File: src/rtl/wam_pkg.sv
// Shared constants and state encoding for the whack-a-mole scoring slice.
package wam_pkg;

    localparam logic [3:0] NO_LIGHT   = 4'd15;
    localparam int         NUM_LIGHTS = 9;
    localparam int         MAX_LIVES  = 9;
    localparam int         SCORE_W    = 6;

    typedef enum logic [1:0] {
        ST_IDLE   = 2'd0,
        ST_ARMED  = 2'd1,
        ST_LOCKED = 2'd2
    } light_state_t;

endpackage

File: src/rtl/key_debouncer.sv
// Turns the raw key-held level into a single-cycle press event plus the key
// that was held when the press was recognised.
module key_debouncer #(
    parameter int DEBOUNCE_CYCLES = 250000
) (
    input  logic       CLOCK_50,
    input  logic       reset,
    input  logic       key_valid,
    input  logic [3:0] key,
    output logic       press,
    output logic [3:0] key_latched
);

    localparam int              CNT_W    = (DEBOUNCE_CYCLES > 1) ? $clog2(DEBOUNCE_CYCLES) : 1;
    localparam logic [CNT_W-1:0] CNT_LAST = CNT_W'(DEBOUNCE_CYCLES - 1);

    logic             level;
    logic [CNT_W-1:0] cnt;

    // cnt counts consecutive samples that disagree with the debounced level;
    // one agreeing sample restarts the run, so glitches never accumulate.
    // NOTE: state registers use non-blocking assignments so every flop samples
    // the pre-edge values regardless of statement order.
    always_ff @(posedge CLOCK_50 or negedge reset) begin
        if (!reset) begin
            level       <= 1'b0;
            cnt         <= '0;
            press       <= 1'b0;
            key_latched <= 4'd0;
        end else begin
            press <= 1'b0;
            if (key_valid == level) begin
                cnt <= '0;
            end else if (cnt == CNT_LAST) begin
                cnt   <= '0;
                level <= key_valid;
                if (key_valid) begin
                    press       <= 1'b1;
                    key_latched <= key;
                end
            end else begin
                cnt <= cnt + 1'b1;
            end
        end
    end

endmodule

File: src/rtl/hit_scorer.sv
// Scores keypad presses against the currently lit light: hits, misses and
// optional lives, with a per-light IDLE/ARMED/LOCKED state machine.
module hit_scorer #(
    parameter int DEBOUNCE_CYCLES = 250000,
    parameter int MAX_LIVES       = wam_pkg::MAX_LIVES
) (
    input  logic       CLOCK_50,
    input  logic       reset,
    input  logic       enable,
    input  logic       key_valid,
    input  logic [3:0] key,
    input  logic [3:0] light_pos,
    input  logic       light_new,
    input  logic       load_lives,
    input  logic [3:0] lives_init,
    input  logic       use_lives,
    output logic [5:0] points,
    output logic [5:0] misses,
    output logic [3:0] lives_left,
    output logic       hit_pulse,
    output logic       miss_pulse,
    output logic       out_of_lives
);

    import wam_pkg::*;

    localparam logic [SCORE_W-1:0] SCORE_MAX = '1;
    localparam logic [3:0]         LIVES_MAX = 4'(MAX_LIVES);
    localparam logic [3:0]         POS_LIMIT = 4'(NUM_LIGHTS);

    logic         press;
    logic [3:0]   press_key;
    logic [3:0]   target;
    logic         hit;
    logic         miss;
    light_state_t state, state_next;

    key_debouncer #(
        .DEBOUNCE_CYCLES(DEBOUNCE_CYCLES)
    ) u_debouncer (
        .CLOCK_50   (CLOCK_50),
        .reset      (reset),
        .key_valid  (key_valid),
        .key        (key),
        .press      (press),
        .key_latched(press_key)
    );

    assign out_of_lives = use_lives && (lives_left == 4'd0);

    // Priority: load_lives, then enable, then light_new, then a press.
    // NOTE: every signal assigned here gets a default first so no path can
    // leave it unassigned and infer a latch.
    always_comb begin
        state_next = state;
        hit        = 1'b0;
        miss       = 1'b0;
        if (load_lives || !enable) begin
            state_next = ST_IDLE;
        end else if (light_new) begin
            miss       = (state == ST_ARMED);
            state_next = (light_pos < POS_LIMIT) ? ST_ARMED : ST_IDLE;
        end else if (press && state == ST_ARMED) begin
            if (press_key == target) begin
                hit        = 1'b1;
                state_next = ST_LOCKED;
            end else begin
                miss = 1'b1;
            end
        end
        if (out_of_lives) begin
            hit  = 1'b0;
            miss = 1'b0;
        end
    end

    always_ff @(posedge CLOCK_50 or negedge reset) begin
        if (!reset) begin
            state  <= ST_IDLE;
            target <= 4'd0;
        end else begin
            state <= state_next;
            if (enable && !load_lives && light_new && light_pos < POS_LIMIT)
                target <= light_pos;
        end
    end

    always_ff @(posedge CLOCK_50 or negedge reset) begin
        if (!reset) begin
            points     <= '0;
            misses     <= '0;
            lives_left <= 4'd0;
            hit_pulse  <= 1'b0;
            miss_pulse <= 1'b0;
        end else if (load_lives) begin
            points     <= '0;
            misses     <= '0;
            hit_pulse  <= 1'b0;
            miss_pulse <= 1'b0;
            if (lives_init == 4'd0)
                lives_left <= 4'd1;
            else if (lives_init > LIVES_MAX)
                lives_left <= LIVES_MAX;
            else
                lives_left <= lives_init;
        end else begin
            hit_pulse  <= hit;
            miss_pulse <= miss;
            if (hit && points != SCORE_MAX)
                points <= points + 1'b1;
            if (miss) begin
                if (misses != SCORE_MAX)
                    misses <= misses + 1'b1;
                if (use_lives && lives_left != 4'd0)
                    lives_left <= lives_left - 1'b1;
            end
        end
    end

endmodule

File: config.mk
export PLATFORM = sky130hd
export DESIGN_NAME = hit_scorer
export DESIGN_NICKNAME = d
export VERILOG_FILES = /design/src/rtl/wam_pkg.sv /design/src/rtl/key_debouncer.sv /design/src/rtl/hit_scorer.sv
export SDC_FILE = /design/constraint.sdc
export NUM_CORES = 1
export LEC_CHECK = 0
export CAP_MARGIN = 15
export CORE_MARGIN = 2
export CORE_UTILIZATION = 50
export CTS_BUF_LIST = sky130_fd_sc_hd__clkbuf_2
export CTS_CLUSTER_SIZE = 20
export DETAILED_ROUTE_END_ITERATION = 16
export PLACE_DENSITY = 0.73
export REMOVE_ABC_BUFFERS = 1
export SYNTH_ARGS = -nofsm -noshare
export SYNTH_HDL_FRONTEND = slang
export SYNTH_SLANG_ARGS = --single-unit
File: constraint.sdc
create_clock -name CLOCK_50 -period 2.4 [get_ports CLOCK_50]
set_input_delay 0.36 -clock CLOCK_50 [delete_from_list [all_inputs] [get_ports CLOCK_50]]
set_output_delay 0.36 -clock CLOCK_50 [all_outputs]
set_load 0.05 [all_outputs]
==> results of run 1 <==
## final timing paths
check / from / to / slack, ns / cells past startpoint
worst min register to register: u_debouncer.cnt[0]$_DFF_PN0_ / u_debouncer.cnt[0]$_DFF_PN0_ / 0.49 / 1
min in group asynchronous: reset / misses[0]$_DFFE_PN0P_ / 0.51 / 2
worst max-delay path: misses[0]$_DFFE_PN0P_ / misses[0] / 0.27 / 1
max in group asynchronous: reset / u_debouncer.cnt[15]$_DFF_PN0_ / 1.23 / 3
worst min-delay path: u_debouncer.cnt[0]$_DFF_PN0_ / u_debouncer.cnt[0]$_DFF_PN0_ / 0.49 / 1
worst max register to register: lives_left[0]$_DFFE_PN0P_ / misses[5]$_DFFE_PN0P_ / 0.40 / 6
## cells in the mapped netlist (2+ instances only)
| library cell | number |
|---|---|
| a21oi_1 | 5 |
| a31o_2 | 2 |
| and3_1 | 4 |
| and3b_1 | 2 |
| and4_1 | 3 |
| buf_2 | 2 |
| clkbuf_1 | 2 |
| dfrtp_1 | 48 |
| ha_1 | 6 |
| inv_1 | 10 |
| mux2_2 | 8 |
| mux2i_1 | 4 |
| nand2_1 | 14 |
| nand2b_1 | 3 |
| nand3_1 | 14 |
| nand3b_1 | 2 |
| nand4_1 | 5 |
| nor2_1 | 30 |
| nor2b_1 | 3 |
| nor3_1 | 4 |
| nor3b_1 | 2 |
| nor4_1 | 5 |
| nor4b_1 | 2 |
| o21a_1 | 2 |
| o21ai_0 | 6 |
| o311ai_0 | 2 |
| o31ai_1 | 3 |
| or2_2 | 2 |
| or4_1 | 3 |
| xnor2_1 | 15 |
| xor2_1 | 11 |
## through the flow
stage	power (W)	setup slack, ns
detailed placement	0.001075	0.08286
finish	0.001389	0.2658
CTS	0.001412	0.2239
global route	0.001466	0.1447
floorplan	0.0009778	-0.03764
global placement	0.001072	0.1660
## cell families (layout without fill, tap and decap cells)
family / count (synthesis) / after routing / share of synthesized area (%)
compound gates: 27 / 27 / 7.480
xor+xnor: 26 / 26 / 9.324
fa+ha+maj: 6 / 6 / 3.074
buf+inv: 15 / 62 / 2.715
flops: 48 / 48 / 49.18
mux: 12 / 12 / 5.328
simple gates: 104 / 104 / 22.90
## power groups by stage
stage	Sequential (W)	Combinational (W)	Clock, W
5_1_grt	0.000864	0.000224	0.000378
3_3_place_gp	0.000871	0.000201	0
2_1_floorplan	0.000891	0.0000864	0
6_report	0.000859	0.000201	0.000329
3_5_place_dp	0.000873	0.000203	0
4_1_cts	0.000859	0.000205	0.000348
## area by class of cell
type                            count  area, um2
Multi-Input combinational cell    175       1175
Clock buffer                        5      25.02
Timing Repair Buffer               44      430.4
Fill cell                         416       1752
Sequential cell                    48       1201
Clock inverter                      3      18.77
Tap cell                           67      83.83
Inverter                           10      37.54
## repair_timing
action                                 in CTS  in global routing
hold buffers                                1                  0
endpoints found under the hold margin      14                  0
setup buffers                               0                  0
setup endpoints to repair                   0                  0
## state kept, by name, summed over array words and instances, names as in the netlist
signal and count:
u_debouncer.cnt 18, lives_left 4, target 4, hit_pulse 1
u_debouncer.level 1, misses 6, state 2, u_debouncer.press 1
points 6, u_debouncer.key_latched 4, miss_pulse 1
## metal layers
metal  GRT usage (%)  up-vias
li1                -      929
met4           6.667        0
met1           25.93      894
met5               0        -
met2           33.04       41
met3           4.252        8
==> results.sh, run 1 <==
export IMPL_syn_area_per_cell_um2=10.26
export IMPL_final_util_pct=62.91
export IMPL_synth_main_ff_cell="dfrtp_1"
export IMPL_critPathLaunchType="flip-flop"
export IMPL_area_growth_pct=21.67
export IMPL_setup_violations=0
export IMPL_wl_met3_um=183
export IMPL_start_util_pct=51.71
export IMPL_fin_area_um2=2972
export IMPL_final_cell_count_no_fill=352
export IMPL_post_dp_cell_area_um2=2918
export IMPL_cp_max_fo=6
export IMPL_cp_end_kind="output port"
export IMPL_synth_edf_count=0
export IMPL_vias=1872
export IMPL_grt_antenna_before_repair=0
export IMPL_gp_congestion=0.8080
export IMPL_die_area_um2=5460
export IMPL_ant_nets=0
export IMPL_cts_root_buf="clkbuf_2"
export IMPL_maxUsedRoutingLayer="met4"
export IMPL_leakage_nw=1.252
export IMPL_insertion_delay_ns=0.42
export IMPL_synthArstFlopShare_pct=100.0
export IMPL_die_x_um=73.89
export IMPL_path_delay_family="buffers and inverters"
export IMPL_dp_hpwl_mm=3.513
export IMPL_viasPerCell=5.318
export IMPL_grt_pass1_wl_mm=8.493
export IMPL_first_pass_iters=5
export IMPL_final_common_cell="dfrtp_1"
export IMPL_switchingPower_w=0.0003891
export IMPL_cts_tree="yes"
export IMPL_hold_viol=0
export IMPL_finClkSkew_ns=0.02414
export IMPL_required_ns=2.04
export IMPL_grt_total_usage_pct=19.94
export IMPL_worst_hold_slack_ns=0.4944
export IMPL_wl_met2_mm=2.305
export IMPL_arrival_ns=1.77
export IMPL_drv_cap=0
export IMPL_rows=25
export IMPL_cts_buffer_depth=2
export IMPL_nets=309
export IMPL_fin_crit_ns=2.134
export IMPL_cts_clk_slew_worst_paths_ns=0.24
export IMPL_ir_worst_vdd_v=0.0002794
export IMPL_synthCells=238
export IMPL_drv_slew=0
export IMPL_htree_num_levels=2
export IMPL_worst_path_buf_inv=1
export IMPL_clkPwrFrac_pct=23.7
export IMPL_max_slew_margin_pct=46.28
export IMPL_yosys_area_top_type="dfrtp_1"
export IMPL_grt_pass1_vias=1872
export IMPL_layout_common_cells="dfrtp_1 (48), clkdlybuf4s50_1 (35), nor2_1 (30), xnor2_1 (15)"
export IMPL_design_portCount=38
export IMPL_grt_start_max_net_pins=38
export IMPL_placedCellCount=343
export IMPL_ys_ff_latch=48
export IMPL_yosys_cell_types_count=45
export IMPL_critPathMaxStageDelay_ns=0.85
export IMPL_crit_chain="clkdlybuf4s50_1"
export IMPL_core_area_um2=4723
export IMPL_tightest_slew_ns=0.8058
export IMPL_drive_above_1_share_pct=10.18
export IMPL_mappedNetlistArea_um2=2442
export IMPL_gr_total_overflow=0
export IMPL_hp_class="flip-flop to flip-flop"
export IMPL_rsz0062_at_grt="no"
export IMPL_power_density_nw_per_um2=467.3
export IMPL_ys_seq_area_share_pct=49.18
export IMPL_ctsResizeCount=0
export IMPL_post_route_period_util_pct=88.92
export IMPL_p_comb_share_pct=14.5
export IMPL_diodes=0
export IMPL_power_frac_seq_pct=61.8
export IMPL_setup_tns_final_ns=0
export IMPL_swShare_pct=28.02
export IMPL_status="finished, final reports clean"
export IMPL_drt_iter0_drc=97
export IMPL_cts_sinks=48
export IMPL_synth_top_area_share_pct=49.18
export IMPL_io_buffers=37
export IMPL_crit_type="flip-flop to output port"
export IMPL_synth_warnings=0
export IMPL_cts_buffers=5
export IMPL_intPower_w=0.0009995
export IMPL_critPathSlowestCell="clkdlybuf4s50_1"
export IMPL_wl_met1_mm=2.157
export IMPL_drcViolationCount=0
export IMPL_dieHeight_um=73.89
export IMPL_fmax_ghz=0.4686
export IMPL_drt_wl_total_mm=4.721
export IMPL_wl_per_cell_um=13.41
export IMPL_synth_area_leaders="dfrtp_1 (49%), xnor2_1 (5.4%), nor2_1 (4.6%), xor2_1 (3.9%), mux2_2 (3.7%)"
No activity file was read; power rests on OpenSTA's default activity.
==> run 2: changes to the inputs <==
SLEW_MARGIN = 15   (was not set)
==> results of run 2 <==
Same layout as run 1: the final DEF is identical, and so are final timing and power.
==> run 3: changes to the inputs <==
clock period = 2.3 ns   (was 2.4 ns; I/O delays follow)
==> results.sh, run 3 (synthesis results as in run 1) <==
export IMPL_status="finished, final reports clean"
export IMPL_io_buffers=37
export IMPL_rows=25
export IMPL_first_pass_iters=4
export IMPL_critPathMaxStageDelay_ns=0.84
export IMPL_largest_register_ffs=18
export IMPL_grt_antenna_before_repair=0
export IMPL_reg2reg_depth=6
export IMPL_largest_register="u_debouncer.cnt"
export IMPL_final_common_cell="dfrtp_1"
export IMPL_insertion_delay_ns=0.43
export IMPL_design_portCount=38
export IMPL_grt_start_max_net_pins=38
export IMPL_gr_total_overflow=0
export IMPL_critPathLaunchType="flip-flop"
export IMPL_worstHoldStart="u_debouncer.cnt[0]$_DFF_PN0_"
export IMPL_hold_viol=0
export IMPL_reg_top3="u_debouncer.cnt: 18 flops, misses: 6 flops, points: 6 flops"
export IMPL_crit_chain="clkdlybuf4s50_1"
export IMPL_fin_ws_ns=0.1718
export IMPL_dp_hpwl_mm=3.377
export IMPL_tightest_slew_ns=0.8126
export IMPL_post_route_period_util_pct=92.53
export IMPL_cts_tree="yes"
export IMPL_core_area_um2=4723
export IMPL_start_util_pct=51.71
export IMPL_htree_num_levels=2
export IMPL_drv_cap=0
export IMPL_cp_max_fo=5
export IMPL_worst_path_buf_inv=1
export IMPL_vias=1893
export IMPL_drive_above_1_share_pct=10.84
export IMPL_setup_violations=0
export IMPL_finClkSkew_ns=0.03344
export IMPL_rsz0062_at_grt="no"
export IMPL_required_ns=1.96
export IMPL_drt_wl_total_mm=4.600
export IMPL_drv_slew=0
export IMPL_ir_worst_vdd_v=0.0003222
export IMPL_cts_setup_buffers=0
export IMPL_hp_class="flip-flop to flip-flop"
export IMPL_dp_slack_ns=0.06878
export IMPL_reg2reg_from="lives_left[0]$_DFFE_PN0P_"
export IMPL_max_slew_margin_pct=45.83
export IMPL_drt_iter0_drc=70
export IMPL_path_delay_family="buffers and inverters"
export IMPL_fin_crit_ns=2.128
export IMPL_dieHeight_um=73.89
export IMPL_grt_pass1_wl_mm=7.983
export IMPL_layout_common_cells="dfrtp_1 (48), clkdlybuf4s50_1 (35), nor2_1 (30), xnor2_1 (15)"
export IMPL_grt_total_usage_pct=18.82
export IMPL_ctsResizeCount=0
export IMPL_r2r_setup_slack_ns=0.33
export IMPL_power_density_nw_per_um2=523.3
export IMPL_cts_buffer_depth=2
export IMPL_cts_root_buf="clkbuf_2"
export IMPL_fin_area_um2=3008
export IMPL_hold_path_end="u_debouncer.cnt[0]$_DFF_PN0_"
export IMPL_nets=310
export IMPL_critPathSlowestCell="clkdlybuf4s50_1"
export IMPL_cts_buffers=5
export IMPL_gp_congestion=0.8288
export IMPL_fmax_ghz=0.4699
export IMPL_cp_end_kind="output port"
export IMPL_diodes=0
export IMPL_leakage_nw=1.278
export IMPL_ant_nets=0
export IMPL_crit_type="flip-flop to output port"
export IMPL_wl_per_cell_um=13.03
export IMPL_post_dp_cell_area_um2=2925
export IMPL_viasPerCell=5.363
export IMPL_cts_clk_slew_worst_paths_ns=0.27
export IMPL_whs_path_depth=1
export IMPL_die_area_um2=5460
export IMPL_area_growth_pct=23.16
export IMPL_worst_hold_slack_ns=0.4941
export IMPL_r2r_end="misses[5]$_DFFE_PN0P_"
export IMPL_drcViolationCount=0
export IMPL_die_x_um=73.89
export IMPL_grt_pass1_vias=1817
export IMPL_arrival_ns=1.78
export IMPL_final_util_pct=63.68
export IMPL_cts_sinks=48
==> run 3: report_power, final <==
group / switching, W / internal, W / total (W)
Sequential: 0.0000233 / 0.000873 / 0.000897
Clock: 0.000277 / 0.000188 / 0.000465
Combinational: 0.000112 / 0.000101 / 0.000212
==> run 3: layout make-up <==
class | instances | area (um2)
flip-flops and latches | 48 | 1201
well taps | 67 | 83.83
fillers | 379 | 1715
inverters | 10 | 37.54
clock buffers | 5 | 25.02
clock inverters | 3 | 47.55
repair buffers | 45 | 437.9
multi-input cells | 175 | 1175
==> run 3: worst max-delay path by stage <==
| stage | start | endpoint | slack (ns) | cells past startpoint |
|---|---|---|---|---|
| floorplan | lives_left[0]$_DFFE_PN0P_ | misses[5]$_DFFE_PN0P_ | -0.14 | 6 |
| global placement | enable | misses[5]$_DFFE_PN0P_ | 0.09 | 6 |
| detailed placement | enable | misses[5]$_DFFE_PN0P_ | 0.07 | 6 |
| CTS | points[0]$_DFFE_PN0P_ | points[0] | 0.13 | 1 |
| global route | points[0]$_DFFE_PN0P_ | points[0] | 0.09 | 1 |
| finish | points[0]$_DFFE_PN0P_ | points[0] | 0.17 | 1 |
==> run 3: per-stage QoR <==
stage / cells / TNS (ns) / power, W
after floorplan: 233 / -0.6080 / 0.001020
after global placement: 344 / 0 / 0.001120
after detailed placement: 344 / 0 / 0.001123
after CTS: 353 / 0 / 0.001600
after global routing: 353 / 0 / 0.001648
final: 353 / 0 / 0.001574
==> run 3: routing by layer <==
metal  up-vias  share of wire, %  track usage, %
met4         0               1.3           6.465
li1        934                 -               -
met2        56                49           31.45
met5         -                 0               0
met3         6               4.5           4.252
met1       897                45           24.02
==> run 3: repair_timing <==
action / in CTS / in global routing
hold buffers: 1 / 0
endpoints found under the hold margin: 35 / 0
setup endpoints to repair: 0 / 0
